==> config.mk <==
export PLATFORM = sky130hd
export DESIGN_NAME = alu_status_unit
export DESIGN_NICKNAME = d
export VERILOG_FILES = /design/src/rtl/alu_status_pkg.sv /design/src/rtl/alu_flag_calc.sv /design/src/rtl/alu_status_unit.sv
export SDC_FILE = /design/constraint.sdc
export NUM_CORES = 1
export LEC_CHECK = 0
export CORE_AREA = 2 2 39 41
export DETAILED_ROUTE_END_ITERATION = 8
export DIE_AREA = 0 0 41 43
export DONT_BUFFER_PORTS = 1
export HOLD_SLACK_MARGIN = 0.03
export MAX_ROUTING_LAYER = met4
export PLACE_DENSITY = 0.5
export SYNTH_ARGS = -nofsm -noshare
export SYNTH_HDL_FRONTEND = slang
export SYNTH_SLANG_ARGS = --single-unit
==> constraint.sdc <==
create_clock -name clk -period 1.24 [get_ports clk]
set_clock_uncertainty 0.05 [all_clocks]
set_input_delay 0.248 -clock clk [delete_from_list [all_inputs] [get_ports clk]]
set_output_delay 0.248 -clock clk [all_outputs]
set_load 0.02 [all_outputs]
==> src/rtl/alu_status_pkg.sv <==
// Shared flag layout for the ALU status unit: bit positions of N/Z/C/V and the
// packed flag vector type used between the flag calculator and the registers.
package alu_status_pkg;

  localparam int FLAG_N = 3;
  localparam int FLAG_Z = 2;
  localparam int FLAG_C = 1;
  localparam int FLAG_V = 0;

  typedef logic [3:0] alu_flags_t;

  function automatic alu_flags_t pack_flags(input logic n, input logic z,
                                            input logic c, input logic v);
    alu_flags_t f;
    f         = '0;
    f[FLAG_N] = n;
    f[FLAG_Z] = z;
    f[FLAG_C] = c;
    f[FLAG_V] = v;
    return f;
  endfunction

endpackage

==> src/rtl/alu_flag_calc.sv <==
// Combinational N/Z/C/V derivation from an ALU result and operand sign bits.
// Logic operations report only Z; N, C and V are forced low for them.
module alu_flag_calc
  import alu_status_pkg::*;
#(
  parameter int WIDTH = 4
) (
  input  logic [WIDTH-1:0] result,
  input  logic             carry_out,
  input  logic             a_msb,
  input  logic             b_msb,
  input  logic             is_arithmetic,
  input  logic             is_subtract,
  output alu_flags_t       flags
);

  logic res_msb;
  logic sign_flip;
  logic ops_compatible;

  assign res_msb   = result[WIDTH-1];
  assign sign_flip = (res_msb != a_msb);

  // NOTE: every signal driven from always_comb gets a default first so no path
  // leaves it unassigned, which would otherwise infer a latch.
  always_comb begin
    ops_compatible = 1'b0;
    flags          = '0;
    // Add overflows on like-signed operands, subtract on unlike-signed ones.
    if (is_subtract) ops_compatible = (a_msb != b_msb);
    else             ops_compatible = (a_msb == b_msb);

    flags = pack_flags(res_msb & is_arithmetic,
                       (result == '0),
                       carry_out & is_arithmetic,
                       ops_compatible & sign_flip & is_arithmetic);
  end

endmodule

==> src/rtl/alu_status_unit.sv <==
// Registered ALU status flags with a saturating overflow-event counter.
// Define ALU_STATUS_STICKY_EN to add the sticky_q accumulated-flags output.
module alu_status_unit
  import alu_status_pkg::*;
#(
  parameter int WIDTH     = 4,
  parameter int CNT_WIDTH = 4
) (
  input  logic                 clk,
  input  logic                 rst_n,
  input  logic                 in_valid,
  input  logic [WIDTH-1:0]     result,
  input  logic                 carry_out,
  input  logic                 a_msb,
  input  logic                 b_msb,
  input  logic                 is_arithmetic,
  input  logic                 is_subtract,
  input  logic                 flags_clear,
  output alu_flags_t           flags_q,
  output logic                 out_valid,
`ifdef ALU_STATUS_STICKY_EN
  output alu_flags_t           sticky_q,
`endif
  output logic [CNT_WIDTH-1:0] ovf_count
);

  localparam logic [CNT_WIDTH-1:0] CNT_MAX = '1;

  alu_flags_t flags_d;

  alu_flag_calc #(.WIDTH(WIDTH)) u_calc (
    .result        (result),
    .carry_out     (carry_out),
    .a_msb         (a_msb),
    .b_msb         (b_msb),
    .is_arithmetic (is_arithmetic),
    .is_subtract   (is_subtract),
    .flags         (flags_d)
  );

  // NOTE: sequential state uses non-blocking assignments so every register
  // samples pre-edge values regardless of statement order.
  always_ff @(posedge clk or negedge rst_n) begin
    if (!rst_n) begin
      flags_q   <= '0;
      out_valid <= 1'b0;
    end else begin
      out_valid <= in_valid;
      if (in_valid) flags_q <= flags_d;
    end
  end

  // Clear outranks a same-cycle overflow event; the count never wraps.
  always_ff @(posedge clk or negedge rst_n) begin
    if (!rst_n) begin
      ovf_count <= '0;
    end else if (flags_clear) begin
      ovf_count <= '0;
    end else if (in_valid && flags_d[FLAG_V] && (ovf_count != CNT_MAX)) begin
      ovf_count <= ovf_count + 1'b1;
    end
  end

`ifdef ALU_STATUS_STICKY_EN
  always_ff @(posedge clk or negedge rst_n) begin
    if (!rst_n) begin
      sticky_q <= '0;
    end else if (flags_clear) begin
      sticky_q <= '0;
    end else if (in_valid) begin
      sticky_q <= sticky_q | flags_d;
    end
  end
`endif

endmodule

==> impl_metrics.tcl <==
set metrics [dict create \
    cp_data_arrival_time_ns 1.48 \
    core_mm2 0.00138 \
    status "finished with violations" \
    gp_routability_congestion 0.697 \
    detail_route.iter0.violations 3 \
    fin_area_um2 618 \
    hold_viol_final 0 \
    setup_total_negative_slack_ns -0.124 \
    synthDistinctLibCells 21 \
    gr-usage-all-layers_pct 14.7 \
    syn-instance-count 41 \
    routed_via_density 5.26 \
    worst_max_slew_pin_slew_ns 0.418 \
    detail_route.wirelength_mm 1.06 \
    antenna_violations_before_repair 0 \
    max_cap_violations 0 \
    max_slew_margin_pct 72.1 \
    cts_tree "yes" \
    core.rowCount 14 \
    worst_hold_path.num_cells 1 \
    global_route_wire_length_before_repair_mm 1.64 \
    post-cts-setup-buffer-count 0 \
    achievable-frequency_mhz 743 \
    most-common-layout-cells "sky130_fd_sc_hd__dfrtp_1, sky130_fd_sc_hd__buf_4, sky130_fd_sc_hd__o21ai_0" \
    cp_slowest_stage_delay_ns 0.42 \
    p_leak_nw 0.260 \
    diodes 0 \
    path_delay_family "simple AND/OR/NAND/NOR gates" \
    dr_total_vias 368 \
    cell_by_cell_listing_of_the_critical_path "ha_4 > nand3_2 > nand4_1 > or3_1 > a21oi_2" \
    unrepaired_setup_endpoints_after_global_routing "yes" \
    clkPwrFrac_pct 35.9 \
    cp.buffers_inverters 0 \
    design.die.area_mm2 0.00176 \
    worstHoldStart "in_valid" \
    top_level_ports 22 \
    drt_pass1_iterations 3 \
    clk_path_buf_depth 2 \
    placement.io_buffers 0 \
    ant_nets 0 \
    worst_ir_drop_vdd_v 0.000512 \
    timing.hold.worst_endpoint "flags_q[3]" \
    yosysSeqAreaShare_pct 50.7 \
    pin_count_of_the_biggest_net_entering_global_routing 10 \
    required_ns 1.37 \
    setup.worst_path.class "flop to flop" \
    cts_clk_pin_slew_worst_paths_ns 0.06 \
    syn_avg_cell_area_um2 10.8 \
    post_route_cells_drive_above_1_share_pct 37.0 \
    dpl-instance-area_um2 554 \
    overflow_left_after_global_routing 0 \
    share_of_power_burned_in_registers_pct 53.6 \
    dieHeight_um 43 \
    violated_checks "setup timing" \
    fin_hold_ws_ns 0.0560 \
    slew_viol_final 0 \
    syn-num-nets 55 \
    drt_drc_violations_left 0 \
    final.min_clock_period_ns 1.35 \
    timing.rr.end "ovf_count[3]" \
    power.share.switching_pct 23.4 \
    worst_r2r_startpoint "ovf_count[1]" \
    internal-power_mw 0.468 \
    critPathLaunchType "flop" \
    cp_max_fo 2 \
    floorplan.initialDensity_pct 32.1 \
    timing.hold.worst.class "input pin to flop" \
    critical_path.slowest_cell "sky130_fd_sc_hd__dfrtp_2" \
    clock_insertion_delay_worst_skew_ns 0.25 \
    layout.nets 69 \
    cts-htree-levels 1 \
    timing.reg2reg.setup_slack_ns -0.11 \
    share_of_the_clock_period_used_by_the_worst_path_pct 109 \
    setup_ws_final_ns -0.106 \
    die_width_um 41 \
    cts_root_buffer "sky130_fd_sc_hd__clkbuf_4" \
    pwr-share-comb_pct 10.4 \
    cts.sink_count 9 \
    clock_buffers_created_by_tritoncts 3 \
    area_growth_pct 39.2 \
    number_of_global_route_vias_before_repair 410 \
    routed_wire_length_per_instance_um 15.2 \
    endpoint_kind "flop" \
    report.final.setup_viol 2 \
    ys_warn_count 0 \
    p_total_mw 0.611 \
    syn_area_um2 444 \
    power.net_switching_mw 0.143 \
    p_per_area_mw_per_mm2 988 \
    yosys_register_bits 9 \
    dp_hpwl_um 830 \
    setup.worst_path.start "ovf_count[1]" \
    finalCoreUtilization_pct 44.7 \
    final_common_cell "sky130_fd_sc_hd__dfrtp_1" \
    rr_worst_depth 5 \
]
==> sequential cells by signal, indices dropped and copies added, names as in the netlist <==
register,cells
ovf_count,4
out_valid,1
flags_q,4
==> power by group through the flow <==
stage          registers, mW  clock network (mW)  logic, mW
2_1_floorplan          0.335                   0     0.0395
3_3_place_gp           0.333                   0     0.0470
3_5_place_dp           0.333                   0     0.0496
4_1_cts                0.328               0.231     0.0639
5_1_grt                0.330               0.253     0.0713
6_report               0.328               0.219     0.0637
==> metal layers <==
metal	vias up	share of wire [%]	routed length [um]	track usage, %
met5	-	0	0	-
met1	176	38	400	15.4
met2	21	51	537	22.2
met4	0	0	0	6.00
met3	0	12	123	7.85
li1	171	-	-	-
==> logic make-up (layout without fill, tap and decap cells) <==
group	after synthesis	count (layout)	synth area share, %
and+or+nand+nor	15	15	21.4
adders and majority gates	1	1	2.82
AOI/OAI and AO/OA	6	6	6.76
xor gates and xnor gates	1	1	1.97
muxes	5	5	12.1
buffers and inverters	4	17	4.23
DFF	9	9	50.7
==> what timing repair did <==
| item | CTS | global route |
|---|---|---|
| endpoints found under the hold margin | 12 | 0 |
| pin swaps | 2 | 0 |
| resized for setup | 0 | 2 |
| setup endpoints to repair | 2 | 3 |
| hold buffers | 3 | 0 |
| cloned | 0 | 0 |
==> how the worst max path moves through the flow <==
stage,to,slack (ns),depth (start not counted)
detailed placement,ovf_count[3],-0.13,4
CTS,ovf_count[3],-0.08,5
finish,ovf_count[3],-0.11,5
global route,ovf_count[3],-0.22,5
global placement,ovf_count[3],-0.11,4
floorplan,ovf_count[3],-0.1,5
==> cells in the mapped netlist <==
| library cell | number | area share [%] |
|---|---|---|
| sky130_fd_sc_hd__a21oi_1 | 2 | 2.3 |
| sky130_fd_sc_hd__and2_1 | 1 | 1.4 |
| sky130_fd_sc_hd__and4b_1 | 1 | 2.3 |
| sky130_fd_sc_hd__buf_4 | 1 | 1.7 |
| sky130_fd_sc_hd__dfrtp_1 | 9 | 51 |
| sky130_fd_sc_hd__ha_1 | 1 | 2.8 |
| sky130_fd_sc_hd__inv_1 | 3 | 2.5 |
| sky130_fd_sc_hd__mux2_1 | 1 | 2.5 |
| sky130_fd_sc_hd__mux2_2 | 2 | 5.1 |
| sky130_fd_sc_hd__mux2i_1 | 2 | 4.5 |
| sky130_fd_sc_hd__nand2b_1 | 2 | 2.8 |
| sky130_fd_sc_hd__nand3_1 | 3 | 3.4 |
| sky130_fd_sc_hd__nand4_1 | 1 | 1.4 |
| sky130_fd_sc_hd__nand4b_1 | 2 | 3.9 |
| sky130_fd_sc_hd__nor2_1 | 1 | 0.84 |
| sky130_fd_sc_hd__nor2b_1 | 1 | 1.4 |
| sky130_fd_sc_hd__nor3_1 | 1 | 1.1 |
| sky130_fd_sc_hd__nor4_1 | 1 | 1.4 |
| sky130_fd_sc_hd__o21ai_0 | 4 | 4.5 |
| sky130_fd_sc_hd__or3_1 | 1 | 1.4 |
| sky130_fd_sc_hd__xnor2_1 | 1 | 2.0 |
==> final cells by class <==
type	instances	area, um^2
inverter	3	11.3
sequential	9	228
multi-input combinational	28	246
tap	16	20.0
fill	137	766
timing repair buffer	10	86.3
clock buffer	4	26.3
==> metrics by stage <==
step / instances / setup slack (ns)
2_1_floorplan: 41 / -0.0987
3_3_place_gp: 63 / -0.107
3_5_place_dp: 63 / -0.129
4_1_cts: 70 / -0.0830
5_1_grt: 70 / -0.217
6_report: 70 / -0.106
Power figures use the tool's default switching activity.
